[config.mk]
export PLATFORM = sky130hd
export DESIGN_NAME = button_conditioner_flat
export DESIGN_NICKNAME = d
export VERILOG_FILES = /design/src/rtl/button_conditioner_if.sv /design/src/rtl/button_conditioner.sv /design/src/flat_wrapper.sv
export SDC_FILE = /design/constraint.sdc
export NUM_CORES = 1
export LEC_CHECK = 0
export BUFFER_PORTS_ARGS = -buffer_cell sky130_fd_sc_hd__buf_2
export CORE_MARGIN = 2
export CORE_UTILIZATION = 40
export DETAILED_ROUTE_END_ITERATION = 16
export GPL_ROUTABILITY_DRIVEN = 0
export PLACE_DENSITY = 0.57
export SLEW_MARGIN = 20
export SYNTH_ARGS = -nofsm -noshare
export SYNTH_HDL_FRONTEND = slang
export SYNTH_SLANG_ARGS = --single-unit
[constraint.sdc]
create_clock -name clk -period 11.9 [get_ports clk]
set_input_delay 1.19 -clock clk [delete_from_list [all_inputs] [get_ports clk]]
set_output_delay 1.19 -clock clk [all_outputs]
set_load 0.005 [all_outputs]
[src/rtl/button_conditioner_if.sv]
// Board-facing bundle for the button conditioner: raw pins in, debounced levels and event pulses out.
// The master drives the raw pins and consumes the events. The slave is the conditioner itself.
interface button_conditioner_if;
  logic [4:0] btn_raw;
  logic       door_raw;
  logic [4:0] btn_level;
  logic [4:0] rise_button;
  logic [4:0] repeat_button;
  logic [1:0] door_history;

  modport master (
    output btn_raw,
    output door_raw,
    input  btn_level,
    input  rise_button,
    input  repeat_button,
    input  door_history
  );

  modport slave (
    input  btn_raw,
    input  door_raw,
    output btn_level,
    output rise_button,
    output repeat_button,
    output door_history
  );
endinterface

[src/rtl/button_conditioner.sv]
// Synchronizes and debounces 5 buttons plus the door switch, and generates rise, auto-repeat and door-history events.
// Latency is 2+DEBOUNCE_CYCLES clocks from raw pin to level. Pulses coincide with the level change. There is no backpressure.
module button_conditioner #(
  parameter int unsigned DEBOUNCE_CYCLES = 1000000,
  parameter int unsigned REPEAT_DELAY    = 50000000,
  parameter int unsigned REPEAT_PERIOD   = 10000000,
  parameter int unsigned CNT_W           = 26
) (
  input  logic                  clk,
  input  logic                  reset,
  button_conditioner_if.slave   bus
);

  localparam int NCH = 6;  // bits 4:0 are buttons, bit 5 is the door
  localparam int NBT = 5;

  localparam logic [CNT_W-1:0] ONE     = CNT_W'(1);
  localparam logic [CNT_W-1:0] DB_TERM = CNT_W'(DEBOUNCE_CYCLES);
  localparam logic [CNT_W-1:0] RD_TERM = CNT_W'(REPEAT_DELAY);
  localparam logic [CNT_W-1:0] RP_TERM = CNT_W'(REPEAT_PERIOD);

  typedef enum logic [1:0] {
    IDLE   = 2'd0,
    DELAY  = 2'd1,
    REPEAT = 2'd2
  } rpt_state_t;

  logic [NCH-1:0]   raw;
  logic [NCH-1:0]   sync1;
  logic [NCH-1:0]   sync2;
  logic [NCH-1:0]   stable_q;
  logic [NCH-1:0]   stable_d;
  logic [CNT_W-1:0] dcnt_q [NCH];
  logic [CNT_W-1:0] dcnt_d [NCH];

  logic [NBT-1:0]   level_d;
  logic [NBT-1:0]   rise_d;
  logic [NBT-1:0]   rise_q;
  logic [NBT-1:0]   rep_d;
  logic [NBT-1:0]   rep_q;
  rpt_state_t       rstate_q [NBT];
  rpt_state_t       rstate_d [NBT];
  logic [CNT_W-1:0] rcnt_q   [NBT];
  logic [CNT_W-1:0] rcnt_d   [NBT];

  logic [1:0]       door_hist_q;

  assign raw = {bus.door_raw, bus.btn_raw};

  always_ff @(posedge clk or posedge reset) begin
    if (reset) begin
      sync1 <= '0;
      sync2 <= '0;
    end else begin
      sync1 <= raw;
      sync2 <= sync1;
    end
  end

  // The level toggles only after DEBOUNCE_CYCLES consecutive disagreeing samples. Any agreement clears the count.
  always_comb begin
    stable_d = stable_q;
    for (int i = 0; i < NCH; i++) begin
      dcnt_d[i] = '0;
      if (sync2[i] != stable_q[i]) begin
        if (dcnt_q[i] + ONE == DB_TERM) begin
          stable_d[i] = ~stable_q[i];
        end else begin
          dcnt_d[i] = dcnt_q[i] + ONE;
        end
      end
    end
  end

  always_ff @(posedge clk or posedge reset) begin
    if (reset) begin
      stable_q <= '0;
      for (int i = 0; i < NCH; i++) begin
        dcnt_q[i] <= '0;
      end
    end else begin
      stable_q <= stable_d;
      for (int i = 0; i < NCH; i++) begin
        dcnt_q[i] <= dcnt_d[i];
      end
    end
  end

  assign level_d = stable_d[NBT-1:0];
  assign rise_d  = level_d & ~stable_q[NBT-1:0];

  // The FSMs run on next-cycle levels, so registered pulses line up with the first cycle btn_level reads 1.
  always_comb begin
    rep_d = '0;
    for (int i = 0; i < NBT; i++) begin
      rstate_d[i] = rstate_q[i];
      rcnt_d[i]   = rcnt_q[i];
      if (!level_d[i]) begin
        rstate_d[i] = IDLE;
        rcnt_d[i]   = '0;
      end else begin
        case (rstate_q[i])
          IDLE: begin
            if (rise_d[i]) begin
              rstate_d[i] = DELAY;
              rcnt_d[i]   = '0;
              rep_d[i]    = 1'b1;
            end
          end
          DELAY: begin
            if (rcnt_q[i] + ONE == RD_TERM) begin
              rstate_d[i] = REPEAT;
              rcnt_d[i]   = '0;
              rep_d[i]    = 1'b1;
            end else begin
              rcnt_d[i] = rcnt_q[i] + ONE;
            end
          end
          REPEAT: begin
            if (rcnt_q[i] + ONE == RP_TERM) begin
              rcnt_d[i] = '0;
              rep_d[i]  = 1'b1;
            end else begin
              rcnt_d[i] = rcnt_q[i] + ONE;
            end
          end
          default: begin
            rstate_d[i] = IDLE;
            rcnt_d[i]   = '0;
          end
        endcase
      end
    end
  end

  always_ff @(posedge clk or posedge reset) begin
    if (reset) begin
      rise_q <= '0;
      rep_q  <= '0;
      for (int i = 0; i < NBT; i++) begin
        rstate_q[i] <= IDLE;
        rcnt_q[i]   <= '0;
      end
    end else begin
      rise_q <= rise_d;
      rep_q  <= rep_d;
      for (int i = 0; i < NBT; i++) begin
        rstate_q[i] <= rstate_d[i];
        rcnt_q[i]   <= rcnt_d[i];
      end
    end
  end

  // Bit 0 tracks the current door level and bit 1 holds the level from the previous cycle.
  always_ff @(posedge clk or posedge reset) begin
    if (reset) begin
      door_hist_q <= 2'b00;
    end else begin
      door_hist_q <= {stable_q[NCH-1], stable_d[NCH-1]};
    end
  end

  assign bus.btn_level     = stable_q[NBT-1:0];
  assign bus.rise_button   = rise_q;
  assign bus.repeat_button = rep_q;
  assign bus.door_history  = door_hist_q;

endmodule
[src/flat_wrapper.sv]
// flat-port wrapper written by rule: the top's interface ports become plain ports
module button_conditioner_flat 
#(
  parameter int unsigned DEBOUNCE_CYCLES = 1000000,
  parameter int unsigned REPEAT_DELAY    = 50000000,
  parameter int unsigned REPEAT_PERIOD   = 10000000,
  parameter int unsigned CNT_W           = 26
)
  (clk, reset, bus_btn_raw, bus_door_raw, bus_btn_level, bus_rise_button, bus_repeat_button, bus_door_history);
  button_conditioner_if bus_i ();
  input  logic clk;
  input  logic reset;
  input wire logic [$bits(bus_i.btn_raw)-1:0] bus_btn_raw;
  input wire logic [$bits(bus_i.door_raw)-1:0] bus_door_raw;
  output wire logic [$bits(bus_i.btn_level)-1:0] bus_btn_level;
  output wire logic [$bits(bus_i.rise_button)-1:0] bus_rise_button;
  output wire logic [$bits(bus_i.repeat_button)-1:0] bus_repeat_button;
  output wire logic [$bits(bus_i.door_history)-1:0] bus_door_history;
  assign bus_i.btn_raw = bus_btn_raw;
  assign bus_i.door_raw = bus_door_raw;
  assign bus_btn_level = bus_i.btn_level;
  assign bus_rise_button = bus_i.rise_button;
  assign bus_repeat_button = bus_i.repeat_button;
  assign bus_door_history = bus_i.door_history;
  button_conditioner #(.DEBOUNCE_CYCLES(DEBOUNCE_CYCLES), .REPEAT_DELAY(REPEAT_DELAY), .REPEAT_PERIOD(REPEAT_PERIOD), .CNT_W(CNT_W)) u_core (.clk(clk), .reset(reset), .bus(bus_i));
endmodule
==> results.yml <==
setup_path:
  r2r-end: "u_core.rcnt_q[20]$_DFFE_PP0P_"
  cp-start-kind: "flop"
  worstReg2RegStart: "u_core.rcnt_q[0]$_DFFE_PP0P_"
  crit_end: "u_core.rcnt_q[20]$_DFFE_PP0P_"
  crit_required_ps: 12340
  critPathArrivalTime_ps: 4860
  critPathLaunch: "u_core.rcnt_q[0]$_DFFE_PP0P_"
  crit_path_end_kind: "flop"
  r2r_cells: 11
  r2r_slack_ps: 7470
  critical_path_class: "reg2reg"
  crit_fanout: 19
final_layout:
  mostFrequentLayoutCell: "dfrtp_1"
  drive_above_1_share: 0.07272
  n_antenna_cell: 0
  regArea_um2: 8133
  fill_cells: 5104
  syn_to_final_growth_pct: 9.248
  utilization: 0.4413
  multi_input_area_um2: 12250
  final_cell_mix: "dfrtp_1 (325), nor2_1 (255), nand2_1 (217), nand3_1 (170), xnor2_1 (101)"
  instances_no_fill: 3122
  nets: 2451
logic_synthesis:
  async_reset_ff_frac: 1.000
  synth_compound_area_frac: 0.1649
  yosysTopAreaCellShare: 0.3839
  synthXorXnorAreaFrac: 0.08061
  ys_warn_count: 0
  syn_inst: 2467
  synth_top_family_by_area: "simple AND/OR/NAND/NOR gates"
  synth_ff_type: "dfrtp_1"
  synth-seq-cells: 325
  synthMuxAreaShare: 0.01246
  synth_cell_types: 91
  yosysTopAreaCell: "dfrtp_1"
  yosysSeqAreaShare: 0.3839
  synth_area_per_cell_um2: 8.588
  netlist_area_um2: 21190
  synth_simple_gate_area_frac: 0.2974
  synth.area.top_cells: "dfrtp_1 (38%), nor2_1 (4.5%), xnor2_1 (4.2%)"
  synthAdderAreaFrac: 0.02126
  syn_nets: 2511
  synth_edf_count: 0
timing:
  clock.fmax_ghz: 0.2259
  hold_viol_final: 0
  clock_skew_ps: 23.31
  drv_slew: 0
  finalSetupTns_ps: 0
  min_period_ps: 4427
  finalCritPeriodShare: 0.3720
  tightest_slew_ps: 1061
  relSlewSlack: 0.2860
  rsz0062_at_grt: "false"
  setup_viol: 0
die:
  io_pins: 25
  rows: 84
  core-area_um2: 52450
  dieArea_um2: 54820
  fp.dieH_um: 234.1
  die_width_um: 234.1
  start_util: 0.4040
clock_tree:
  clk_latency_ps: 560
  ctsHtreeMaxLevel: 2
  clkSlewWorstSetupHoldPaths_ps: 50
  cts_tree: "yes"
  cts_num_sinks: 325
  clk_path_buf_depth: 3
  postCtsHoldBufs: 0
  post_cts_buffers: 0
  cts_made_buffers: 41
  root_buffer: "clkbuf_16"
  post_cts_resized: 0
global_route:
  grt_overflow: 0
  grt_util_met2: 0.2906
  grt_pass1_vias: 17220
  grt_most_used_layer: "met2"
  grt_max_degree: 132
  use_met3: 0.03137
  grt_usage: 0.1834
  grt_pass1_wl_um: 85360
  antenna_found_initial: 0
  use_met1: 0.2571
routing:
  via_count: 18450
  wl_um: 50060
  antenna_left: 0
  via_per_inst: 5.909
  drc: 0
  wire_per_inst_um: 16.03
  dr.pass1.iters: 5
  initialDrtViolationCount: 1584
placement:
  place_inst: 3052
  io_buffers: 24
  hpwl_um: 33460
power_and_ir_drop:
  p_leak_uw: 0.008916
  power_uw: 2437
  ir_drop_mv: 0.08895
  powerDensity_nw_per_um2: 105.3
hold_path:
  min_from: "u_core.sync1[5]$_DFF_PP0_"
  hold_class: "reg2reg"
run:
  drv_cap: 0
outcome:
  status: "finished, final reports clean"
==> synthesized netlist by cell type, drive strengths merged, types with 9 or more instances <==
cell and instances:
mux2i 14, xor2 94, or4 23, a22o 38
xnor2 101, nand2 217, nor2 256, nor2b 18
ha 36, nor4b 11, o2111ai 9, nand4 96
a31oi 45, and4 34, nor4 85, a211o 10
dfrtp 325, inv 71, mux2 11, nor3 75
o32ai 10, nand2b 20, a211oi 13, and3 71
a21oi 49, o31ai 41, and2 29, o22ai 11
clkbuf 126, nand3 170, o21ai 89, nor3b 16
a22oi 13, or2 17, or3 27, buf 19
a21o 11, o21bai 16, o211ai 27
==> metrics by stage <==
stage | hold WS (ps) | instance area (um^2) | setup slack [ps]
finish | 347.0 | 23150 | 7473
global route | 354.9 | 23150 | 7133
CTS | 349.7 | 23130 | 7485
detailed placement | 336.3 | 21760 | 7524
global placement | 335.6 | 21760 | 7640
floorplan | 331.2 | 21190 | 1712
==> sequential cells by signal, summed over array words and instances (netlist names) <==
name and cells:
u_core.rstate_q 10, u_core.bus.door_history 2, u_core.stable_q 5, u_core.bus.rise_button 5
u_core.sync1 6, u_core.rcnt_q 130, u_core.dcnt_q 156, u_core.bus.repeat_button 5
u_core.sync2 6
==> kinds of logic after synthesis <==
family / count (synthesis)
AO/OA/AOI/OAI: 479
XOR/XNOR: 195
adder cells (fa/ha/maj): 36
buffers and inverters: 216
flip-flops: 325
multiplexers: 25
AND/OR/NAND/NOR: 1191
==> critical path, cell delays in order (launching register included) <==
cell      delay (ps)
dfrtp_1          440
ha_1             290
and3_1           270
and3_1           230
or4_1            550
a221o_1          360
nor4_1           640
a21boi_0         270
o211ai_2         390
buf_4            310
nor2_2           200
a221o_1          340
==> report_power, final <==
group | total [uW] | internal (uW) | switching, uW
Combinational | 44.7 | 8.43 | 36.3
Sequential | 1120 | 1110 | 7.25
Clock | 1270 | 772 | 500
Total | 2440 | 1890 | 543
==> routing by layer <==
| layer | part of all wire | wire length (um) |
|---|---|---|
| met1 | 0.47 | 23640 |
| met2 | 0.46 | 22860 |
| met3 | 0.051 | 2533 |
| met4 | 0.020 | 1018 |
| met5 | 0 | 0 |
==> cell type report <==
| type | instances | share of cell area |
|---|---|---|
| Inverter | 71 | 0.01184 |
| Clock buffer | 55 | 0.05189 |
| Sequential cell | 325 | 0.3514 |
| Tap cell | 688 | 0.03719 |
| Multi-Input combinational cell | 1926 | 0.5291 |
| Timing Repair Buffer | 42 | 0.01119 |
| Clock inverter | 15 | 0.007460 |
==> worst min path at each step <==
stage	endpoint	slack, ps	depth (start not counted)
after floorplan	u_core.sync2[0]$_DFF_PP0_	330	0
after global placement	u_core.sync2[4]$_DFF_PP0_	340	0
after detailed placement	u_core.sync2[5]$_DFF_PP0_	340	0
after CTS	u_core.sync2[5]$_DFF_PP0_	350	0
after global routing	u_core.sync2[2]$_DFF_PP0_	350	0
final	u_core.sync2[5]$_DFF_PP0_	350	0
Note: power is estimated with default switching activity, not from simulation.
